$ cat config.mk
export PLATFORM = sky130hd
export DESIGN_NAME = crp16_alu_mul_seq
export DESIGN_NICKNAME = d
export VERILOG_FILES = /design/src/rtl/crp16_alu_mul_seq.sv
export SDC_FILE = /design/constraint.sdc
export NUM_CORES = 1
export LEC_CHECK = 0
export CAP_MARGIN = 10
export CORE_ASPECT_RATIO = 1.5
export CORE_MARGIN = 2
export CORE_UTILIZATION = 48
export DETAILED_ROUTE_END_ITERATION = 10
export PLACE_DENSITY = 0.85
export SYNTH_ARGS = -nofsm -noshare
export SYNTH_HDL_FRONTEND = slang
export SYNTH_SLANG_ARGS = --single-unit
$ cat constraint.sdc
create_clock -name clk -period 3.21 [get_ports clk]
set_input_delay 0.642 -clock clk [delete_from_list [all_inputs] [get_ports clk]]
set_output_delay 0.642 -clock clk [all_outputs]
set_load 0.01 [all_outputs]
$ cat src/rtl/crp16_alu_mul_seq.sv
// crp16_alu_mul_seq: 16x16 -> 32-bit unsigned multiply sequencer.
// It borrows the shared CRP16 ALU adder for one shift-and-add step per clock.
// While busy it owns the ALU and drives the add select code.
// Each RUN step shifts the 33-bit {carry, sum, multiplier} word right by one.
// After 16 steps {acc, lo} holds the full product.
module crp16_alu_mul_seq #(
    parameter logic [3:0] ALU_ADD_SEL = 4'b0000,
    parameter int         ITER        = 16
) (
    input  logic        clk,
    input  logic        reset,
    input  logic        start,
    input  logic [15:0] a,
    input  logic [15:0] b,
    output logic        busy,
    output logic        done,
    output logic [15:0] prod_hi,
    output logic [15:0] prod_lo,
    output logic [15:0] alu_x,
    output logic [15:0] alu_y,
    output logic [3:0]  alu_select,
    input  logic [15:0] alu_result,
    input  logic        alu_c
);

    typedef enum logic [1:0] {
        ST_IDLE = 2'd0,
        ST_RUN  = 2'd1,
        ST_DONE = 2'd2
    } state_t;

    state_t      state_r;
    state_t      state_nxt_s;
    logic [15:0] acc_r;
    logic [15:0] lo_r;
    logic [15:0] mcand_r;
    logic [3:0]  count_r;
    logic [15:0] prod_hi_r;
    logic [15:0] prod_lo_r;
    logic        busy_r;
    logic        done_r;
    logic        count_last_s;
    logic [15:0] acc_nxt_s;
    logic [15:0] lo_nxt_s;

    // The ALU is combinational, so its sum and carry for the current step are
    // already valid. The carry lands in acc[15] and is never lost.
    assign count_last_s = (count_r == 4'(ITER - 1));
    assign acc_nxt_s    = {alu_c, alu_result[15:1]};
    assign lo_nxt_s     = {alu_result[0], lo_r[15:1]};

    // State register.
    always_ff @(posedge clk) begin
        if (reset) begin
            state_r <= ST_IDLE;
        end else begin
            state_r <= state_nxt_s;
        end
    end

    // Next-state logic. RUN lasts exactly ITER cycles and DONE lasts one cycle.
    always_comb begin
        state_nxt_s = state_r;
        case (state_r)
            ST_IDLE: begin
                if (start) begin
                    state_nxt_s = ST_RUN;
                end else begin
                    state_nxt_s = ST_IDLE;
                end
            end
            ST_RUN: begin
                if (count_last_s) begin
                    state_nxt_s = ST_DONE;
                end else begin
                    state_nxt_s = ST_RUN;
                end
            end
            ST_DONE: state_nxt_s = ST_IDLE;
            default: state_nxt_s = ST_IDLE;
        endcase
    end

    // ALU drive. The operands are live only in RUN; otherwise they are held at
    // zero so the shared ALU inputs stay deterministic.
    always_comb begin
        alu_x      = 16'h0000;
        alu_y      = 16'h0000;
        alu_select = ALU_ADD_SEL;
        if (state_r == ST_RUN) begin
            alu_x = acc_r;
            alu_y = lo_r[0] ? mcand_r : 16'h0000;
        end else begin
            alu_x = 16'h0000;
            alu_y = 16'h0000;
        end
    end

    // Datapath and registered status.
    // On the final step the product is captured straight from the shifted
    // value, so it is valid in the same cycle that done is high.
    always_ff @(posedge clk) begin
        if (reset) begin
            acc_r     <= 16'h0000;
            lo_r      <= 16'h0000;
            mcand_r   <= 16'h0000;
            count_r   <= 4'h0;
            prod_hi_r <= 16'h0000;
            prod_lo_r <= 16'h0000;
            busy_r    <= 1'b0;
            done_r    <= 1'b0;
        end else begin
            case (state_r)
                ST_IDLE: begin
                    if (start) begin
                        mcand_r <= a;
                        lo_r    <= b;
                        acc_r   <= 16'h0000;
                        count_r <= 4'h0;
                    end
                end
                ST_RUN: begin
                    acc_r   <= acc_nxt_s;
                    lo_r    <= lo_nxt_s;
                    count_r <= count_r + 4'd1;
                    if (count_last_s) begin
                        prod_hi_r <= acc_nxt_s;
                        prod_lo_r <= lo_nxt_s;
                    end
                end
                ST_DONE: begin
                    count_r <= 4'h0;
                end
                default: begin
                    count_r <= 4'h0;
                end
            endcase
            busy_r <= (state_nxt_s != ST_IDLE);
            done_r <= (state_nxt_s == ST_DONE);
        end
    end

    assign busy    = busy_r;
    assign done    = done_r;
    assign prod_hi = prod_hi_r;
    assign prod_lo = prod_lo_r;

endmodule

## Word-level counts from Yosys, hierarchy flattened

Index checks and enable logic that the tools add are counted.
Widths: inputs -> output; s select.

- Register bits: 88
- Word-level logic and storage cells: 32
- Input port bits: 52

- Reductions and logical operators: 6
- Add/sub/neg operators: 1
- Equality and inequality tests: 4
- Muxes and demuxes: 12

Operators by type and width:

| kind | number |
|---|---|
| $mux 16 | 5 |
| $pmux 16 s2 | 2 |
| $pmux 4 s2 | 1 |
| $reduce_and 2->1 | 3 |
| $add 4x1->4 const B | 1 |
| $eq 4x4->1 const B | 1 |
| $mux 4 | 1 |
| $pmux 2 s2 | 1 |
| $reduce_bool 2->1 | 2 |
| $eq 2x1->1 const B | 1 |
| $eq 2x2->1 const B | 1 |
| $logic_not 2->1 | 1 |
| $mux 2 | 1 |
| $ne 2x2->1 const B | 1 |
| $mux 1 | 1 |

## Longest topological paths before layout

Gate-level depths: netlist of run 1.

- Word-level depth: 4
- Gate-level depth with buffers: 6
- Gate-level depth less buffers: 4

## Worst setup path before layout of run 1

No wires, ideal clock.

- Path kind: flip-flop to output port
- Start point: register state_r[1]
- End point: output port alu_y[10]
- Arrival: 1.188 ns
- Stages on the path, launching flop included: 6
- Setup slack: 1.380 ns
- Cells stage by stage: dfxtp_1 buf_6 nor2b_1 buf_2 clkbuf_1 and3_1

- Longest elaborated chain between the ends: 2

RTL lines:

| element | RTL line | source |
|---|---|---|
| start: declaration | 32 | `state_t state_r;` |
| start signal: assignment | 57 | `state_r <= state_nxt_s;` |
| $eq 2x1->1 | 90 | `if (state_r == ST_RUN) begin` |
| $mux 16 | 90 |  |
| end: declaration | 20 | `output logic [15:0] alu_y,` |

No other way between the ends.

## Worst setup path after layout of run 1

- Start point: register state_r[0]
- End point: output port alu_x[8]

- Longest elaborated chain between the ends: 2

RTL lines:

| element | RTL line | source |
|---|---|---|
| $eq 2x1->1 | 90 |  |
| $mux 16 | 90 |  |
| end: declaration | 19 | `output logic [15:0] alu_x,` |

No other way between the ends.

==> key figures, run 1 <==
Cells and area
  – Ant. Diodes: 0
  – Layout Nets: 519
  – Layout cells sized above 1: 0.0701
  – Design area: 4730 µm²
  – Area Growth Syn to Fin: 40.2%
  – End-of-flow core utilization: 0.691

Power
  – P per Cell Area: 465 nW/µm²
  – Switch share: 0.245
  – Switch Pwr: 538 µW
  – Int Pwr: 1.66 mW
  – Comb pwr share: 0.113
  – Peak VDD IR: 0.327 mV
  – Clock share of power: 0.354
  – P_leak: 1.87 nW
  – Overall Power: 2.20 mW
  – Seq pwr share: 0.533

Placement
  – Port Buffer Count: 117
  – Routability cong.: 0.831
  – Dpl cell area: 4530 µm²
  – Detailed Place HPWL: 6120 µm

Flow run
  – Max-cap check violation count: 0

Clock tree
  – Clk_lat worst skew: 0.35 ns
  – CTS tree: built
  – CTS Buf Count: 9
  – Hold buffers post-CTS: 0
  – Clock tree sinks: 88
  – Post-CTS Setup Inserts: 0
  – CTS root buf: clkbuf_8
  – Clock-pin slew on the worst setup and hold paths: 0.08 ns
  – CTS Buffer Depth: 2
  – H-tree lvl count: 3
  – Post-CTS sizing: 0

Floorplanning
  – Die area: 7730 µm²
  – Die Span Y: 107 µm
  – Die W: 72.5 µm
  – # IOs: 122
  – Starting Density: 0.493
  – Core area: 6850 µm²
  – Num rows: 37

GRT
  – Initial antenna violation count: 0
  – Global route total overflow: 0
  – Vias in the first global route: 2,984
  – GRT busiest layer: met2
  – Met2 Track Usage GR: 0.385
  – GRT Util Overall: 0.228
  – Met3 GRT Util: 0.0348
  – Largest net degree at the start of global routing: 41
  – Met1 Track Usage GR: 0.263
  – Global-route wire length before repair: 13,900 µm

Drt
  – DRT Wirelength: 8810 µm
  – Vias post-DR: 3,013
  – Initial DRT Pass Iterations: 7
  – Via/cell ratio: 5.49
  – DR WL/cell: 16.1 µm
  – Antenna-violating nets left: 0
  – Initial DRC count: 192
  – # DRC: 0

Timing
  – Worst-Margin Slew: 0.751 ns
  – Final Max Tran Viols: 0
  – Setup TNS Final: 0 ns
  – Rel. slew slack: 0.499
  – RSZ-0062 raised after global routing: false
  – Minimum clock period: 3.05 ns
  – Final setup viols: 0
  – Skew final: 0.0112 ns
  – Final-report hold violation count: 0
  – Max Clk Rate: 0.328 GHz
  – Final period util: 0.949

Critical path
  – Crit. End Element: primary output
  – Critical path class: reg2out
  – CP arrival: 2.40 ns
  – CP Max Fanout: 25
  – WP data required: 2.57 ns
  – Crit start category: flip-flop

Logic synthesis
  – Main combinational cell family by area after synthesis: compound AO/OA/AOI/OAI gates
  – Post-synthesis mux area share: 0.00297
  – Post-synthesis compound-gate area fraction: 0.223
  – Synth Cell Area: 3380 µm²
  – Number of synthesized register bits: 88
  – Fraction of the mapped netlist area in adder cells: 0.00371
  – Synth cell types: 33
  – Simple-gate portion of the synthesized area: 0.185
  – Register area share after synthesis: 0.522
  – Yosys Warn Count: 0
  – Syn Area/Cell: 9.33 µm²
  – Cell count after synthesis: 362
  – Synth Area in XOR/XNOR: 0

Run status
  – Status: complete, no violations

Hold path
  – Worst Hold Class: reg2reg
[state kept, by name (all words and copies together) (netlist names)]
name,cells
busy,1
done,1
acc_r,16
prod_lo,16
prod_hi,16
mcand_r,16
state_r,2
count_r,4
lo_r,16
[cells in the mapped netlist]
cell | count | share of area
dfxtp_1 | 88 | 0.52
nand2_1 | 49 | 0.054
nor2_1 | 35 | 0.039
a21oi_1 | 34 | 0.050
a22o_1 | 31 | 0.080
a211oi_1 | 16 | 0.036
a22oi_1 | 16 | 0.036
and2_1 | 16 | 0.030
and3_1 | 16 | 0.030
buf_2 | 13 | 0.019
clkbuf_1 | 10 | 0.011
buf_4 | 6 | 0.013
buf_6 | 5 | 0.017
nor3_1 | 3 | 0.0044
a41oi_1 | 2 | 0.0052
buf_1 | 2 | 0.0022
nand3_1 | 2 | 0.0030
nor2b_1 | 2 | 0.0037
o21ai_0 | 2 | 0.0030
a22o_2 | 1 | 0.0030
a311oi_2 | 1 | 0.0044
conb_1 | 1 | 0.0011
ha_1 | 1 | 0.0037
mux2i_1 | 1 | 0.0030
nand2b_1 | 1 | 0.0019
nand3b_1 | 1 | 0.0022
nor3_4 | 1 | 0.0048
nor3b_1 | 1 | 0.0022
nor3b_4 | 1 | 0.0056
nor4_1 | 1 | 0.0019
o21ba_2 | 1 | 0.0030
o21bai_1 | 1 | 0.0022
or3b_1 | 1 | 0.0026
[stage by stage]
step	std cells	hold WS (ns)	setup WS, ns
after floorplan	365	0.432	1.38
after global placement	533	0.439	0.653
after detailed placement	533	0.444	0.540
after CTS	549	0.455	0.160
after global routing	549	0.479	0.0307
final	549	0.456	0.164
[worst paths after layout]
path / startpoint / endpoint / slack, ns / cells past startpoint
setup / recovery: state_r[0]$_SDFF_PP0_ / alu_x[8] / 0.16 / 4
hold / removal: mcand_r[3]$_SDFFE_PP0P_ / mcand_r[3]$_SDFFE_PP0P_ / 0.46 / 2
setup reg to reg: state_r[0]$_SDFF_PP0_ / prod_hi[6]$_SDFFE_PP0P_ / 1.13 / 5
hold reg to reg: mcand_r[3]$_SDFFE_PP0P_ / mcand_r[3]$_SDFFE_PP0P_ / 0.46 / 2
[power groups by stage]
stage / registers [mW] / clock network, mW / logic (mW)
5_1_grt: 1.18 / 0.834 / 0.274
2_1_floorplan: 1.18 / 0 / 0.148
3_3_place_gp: 1.19 / 0 / 0.241
6_report: 1.17 / 0.779 / 0.249
3_5_place_dp: 1.20 / 0 / 0.246
4_1_cts: 1.17 / 0.787 / 0.249
[placed cells by master, fill, tap and decap left out, types with 2 or more instances in the layout]
cell type / count
o21ai_0: 2
and2_1: 16
clkinv_4: 2
a211oi_1: 16
buf_4: 9
nor2_1: 35
clkdlybuf4s50_1: 116
clkbuf_8: 11
nand2_1: 49
and3_1: 16
nand3_1: 2
a22oi_1: 16
a21oi_1: 34
a22o_1: 31
dfxtp_1: 88
nor3_1: 3
conb_1: 4
[per-layer routing]
layer / share of wire / routed length, µm / vias to the layer above
met1: 0.40 / 3560 / 1410
met2: 0.51 / 4490 / 104
li1: - / - / 1475
met4: 0.039 / 347 / 0
met5: 0 / 0 / -
met3: 0.048 / 423 / 24
[kinds of logic after synthesis]
family / after synthesis
AO/OA/AOI/OAI: 105
adder cells (fa/ha/maj): 1
buffers and inverters: 36
flip-flops: 88
multiplexers: 1
other: 1
AND/OR/NAND/NOR: 130
[critical path, cell delays in order, from the launching register on]
cell             delay (ns)
dfxtp_1                0.64
nor2b_4                0.38
buf_4                  0.30
and2_1                 0.18
clkdlybuf4s50_1        0.56
[final cells by class]
| type | count | area (µm²) |
|---|---|---|
| Tap cell | 78 | 97.6 |
| Sequential cell | 88 | 1760 |
| Clock buffer | 12 | 155 |
| Clock inverter | 4 | 52.6 |
| Fill cell | 566 | 2120 |
| Timing Repair Buffer | 126 | 1230 |
| Multi-Input combinational cell | 241 | 1430 |
No activity file was read; power rests on OpenSTA's default activity.
==> run 2: changes to the inputs <==
--- a/config.mk
+++ b/config.mk
@@ -5,12 +5,13 @@
 export SDC_FILE = /design/constraint.sdc
 export NUM_CORES = 1
 export LEC_CHECK = 0
+export ABC_AREA = 1
 export CAP_MARGIN = 10
 export CORE_ASPECT_RATIO = 1.5
 export CORE_MARGIN = 2
-export CORE_UTILIZATION = 48
+export CORE_UTILIZATION = 50
 export DETAILED_ROUTE_END_ITERATION = 10
-export PLACE_DENSITY = 0.85
+export PLACE_DENSITY = 0.86
 export SYNTH_ARGS = -nofsm -noshare
 export SYNTH_HDL_FRONTEND = slang
 export SYNTH_SLANG_ARGS = --single-unit
==> key figures, run 2 <==
GRT
  – Vias in the first global route: 3,516
  – GRT Util Overall: 0.229
  – Global-route wire length before repair: 14,900 µm
  – Global route total overflow: 0
  – Largest net degree at the start of global routing: 47
  – Initial antenna violation count: 0

Critical path
  – Worst setup startpoint: state_r[1]$_SDFF_PP0_
  – Crit. End Element: primary output
  – CP Max Fanout: 36
  – WP data required: 2.57 ns
  – R2R Path End: prod_hi[10]$_SDFFE_PP0P_
  – Worst reg2reg setup slack: 0.97 ns
  – CP arrival: 2.28 ns
  – Critical path class: reg2out
  – Crit start category: flip-flop
  – Reg-to-reg startpoint: state_r[1]$_SDFF_PP0_
  – Cell count of the worst reg-to-reg path: 6

Clock tree
  – CTS Buf Count: 9
  – CTS tree: built
  – Clock-pin slew on the worst setup and hold paths: 0.08 ns
  – Clock tree sinks: 88
  – Hold buffers post-CTS: 0
  – H-tree lvl count: 3
  – Clk_lat worst skew: 0.35 ns
  – Post-CTS Setup Inserts: 0
  – CTS root buf: clkbuf_8
  – Post-CTS sizing: 0
  – CTS Buffer Depth: 2

Timing
  – RSZ-0062 raised after global routing: false
  – Final-report hold violation count: 0
  – Rel. slew slack: 0.521
  – Hold slack: 0.461 ns
  – Setup TNS Final: 0 ns
  – Skew final: 0.00874 ns
  – Final Max Tran Viols: 0
  – Final setup viols: 0
  – Final WS setup: 0.290 ns
  – Worst-Margin Slew: 0.716 ns
  – Max Clk Rate: 0.342 GHz
  – Final period util: 0.910
  – Minimum clock period: 2.92 ns

Drt
  – DR WL/cell: 12.2 µm
  – DRT Wirelength: 9230 µm
  – # DRC: 0
  – Via/cell ratio: 4.95
  – Vias post-DR: 3,741
  – Antenna-violating nets left: 0
  – Initial DRC count: 173
  – Initial DRT Pass Iterations: 4

Logic synthesis
  – Commonest cells in the synthesized netlist: nand2_1, nor2_1, dfxtp_1, nand3_1, inv_1
  – Number of synthesized register bits: 88
  – Synth Cell Area: 3770 µm²
  – Synth cell types: 21
  – Cell count after synthesis: 553
  – Most common cell in the netlist: nand2_1
  – Area leader, netlist: dfxtp_1
  – Top cells by area, synth: dfxtp_1, nand2_1, nor2_1
  – EDFF count, synth: 0
  – Synth top area share: 0.467
  – Syn Area/Cell: 6.82 µm²
  – Top_reg_cell synth: dfxtp_1
  – Ys async rst share: 0
  – Register area share after synthesis: 0.467
  – Yosys Warn Count: 0

Floorplanning
  – # IOs: 122
  – Die Span Y: 110 µm
  – Starting Density: 0.518
  – Num rows: 38
  – Die area: 8260 µm²
  – Core area: 7270 µm²
  – Die W: 74.9 µm

Hold path
  – Worst Hold Class: reg2reg
  – Hold Path Sink: prod_hi[2]$_SDFFE_PP0P_
  – Min-delay src: prod_hi[2]$_SDFFE_PP0P_
  – Hold Crit Depth: 2

Power
  – P_leak: 2.00 nW
  – Comb pwr share: 0.130
  – Int Pwr: 1.66 mW
  – Clock share of power: 0.345
  – Seq pwr share: 0.526
  – P per Cell Area: 434 nW/µm²
  – Peak VDD IR: 0.266 mV
  – Switch share: 0.261
  – Switch Pwr: 583 µW

Placement
  – Port Buffer Count: 117
  – Dpl ws: 0.626 ns
  – Dpl cell area: 4950 µm²
  – Placed Cells: 740
  – Routability cong.: 0.805
  – Detailed Place HPWL: 6480 µm

Cells and area
  – Layout Nets: 704
  – Leading cell type in the layout, fill and taps excluded: nand2_1
  – Fill count: 595
  – Layout cells sized above 1: 0.0534
  – Final Non-Filler Cells: 756
  – Commonest non-fill, non-tap cells in the layout: nand2_1, clkdlybuf4s50_1, nor2_1
  – Area Growth Syn to Fin: 36.7%
  – Design area: 5150 µm²
  – Ant. Diodes: 0

Flow run
  – Max-cap check violation count: 0

Run status
  – Status: complete, no violations
run 2: changes by cell type after synthesis, moves of 13 or more:
cell	change
a211oi_1	-16
a21oi_1	-13
a22o_1	-31
a22oi_1	-16
and2_1	-16
and3_1	-16
inv_1	+34
nand2_1	+104
nand3_1	+51
nor2_1	+65
o21ai_0	+16
o21ai_1	+32
run 2: layout make-up:
type / instances / area (µm²) / share of cell area
clock buffers: 10 / 138 / 0.0267
clock inverters: 6 / 67.6 / 0.0131
inverters: 39 / 146 / 0.0284
multi-input cells: 387 / 1650 / 0.320
flip-flops and latches: 88 / 1760 / 0.342
well taps: 100 / 125 / 0.0243
repair buffers: 126 / 1260 / 0.245
run 2: worst max-delay path by stage:
stage / end / slack (ns) / cells after the start
2_1_floorplan: alu_x[0] / 1.51 / 5
3_3_place_gp: alu_x[13] / 0.73 / 4
3_5_place_dp: alu_x[7] / 0.63 / 4
4_1_cts: alu_x[7] / 0.23 / 4
5_1_grt: alu_x[14] / 0.1 / 4
6_report: alu_x[12] / 0.29 / 4
run 2: worst max-delay path, stage by stage (launching register included):
cell	delay (ns)
dfxtp_1	0.35
inv_2	0.27
nand2_2	0.48
nor2_1	0.25
clkdlybuf4s50_1	0.58
run 2: metal layers:
layer / track usage / wire (µm)
met5: 0 / 0
met4: 0.0957 / 166
met3: 0.0318 / 423
met2: 0.422 / 4910
met1: 0.255 / 3730
run 2: cell families after synthesis:
group | count (synthesis) | share of synthesized area
AND/OR/NAND/NOR | 310 | 0.330
AO/OA/AOI/OAI | 72 | 0.0966
other | 1 | 0.000995
buffers and inverters | 81 | 0.102
flip-flops | 88 | 0.467
adder cells (fa/ha/maj) | 1 | 0.00332
run 2: power groups by stage:
stage                     Sequential (mW)  Combinational [mW]  Clock [mW]
after floorplan                      1.19               0.182           0
after global routing                 1.18               0.328       0.833
final                                1.18               0.290       0.771
after global placement               1.20               0.282           0
after detailed placement             1.20               0.290           0
after CTS                            1.18               0.291       0.792
run 2: through the flow:
stage / util / power, mW
after global placement: 0.680 / 1.48
after CTS: 0.708 / 2.26
after global routing: 0.708 / 2.34
final: 0.708 / 2.24
after floorplan: - / 1.37
after detailed placement: 0.680 / 1.49
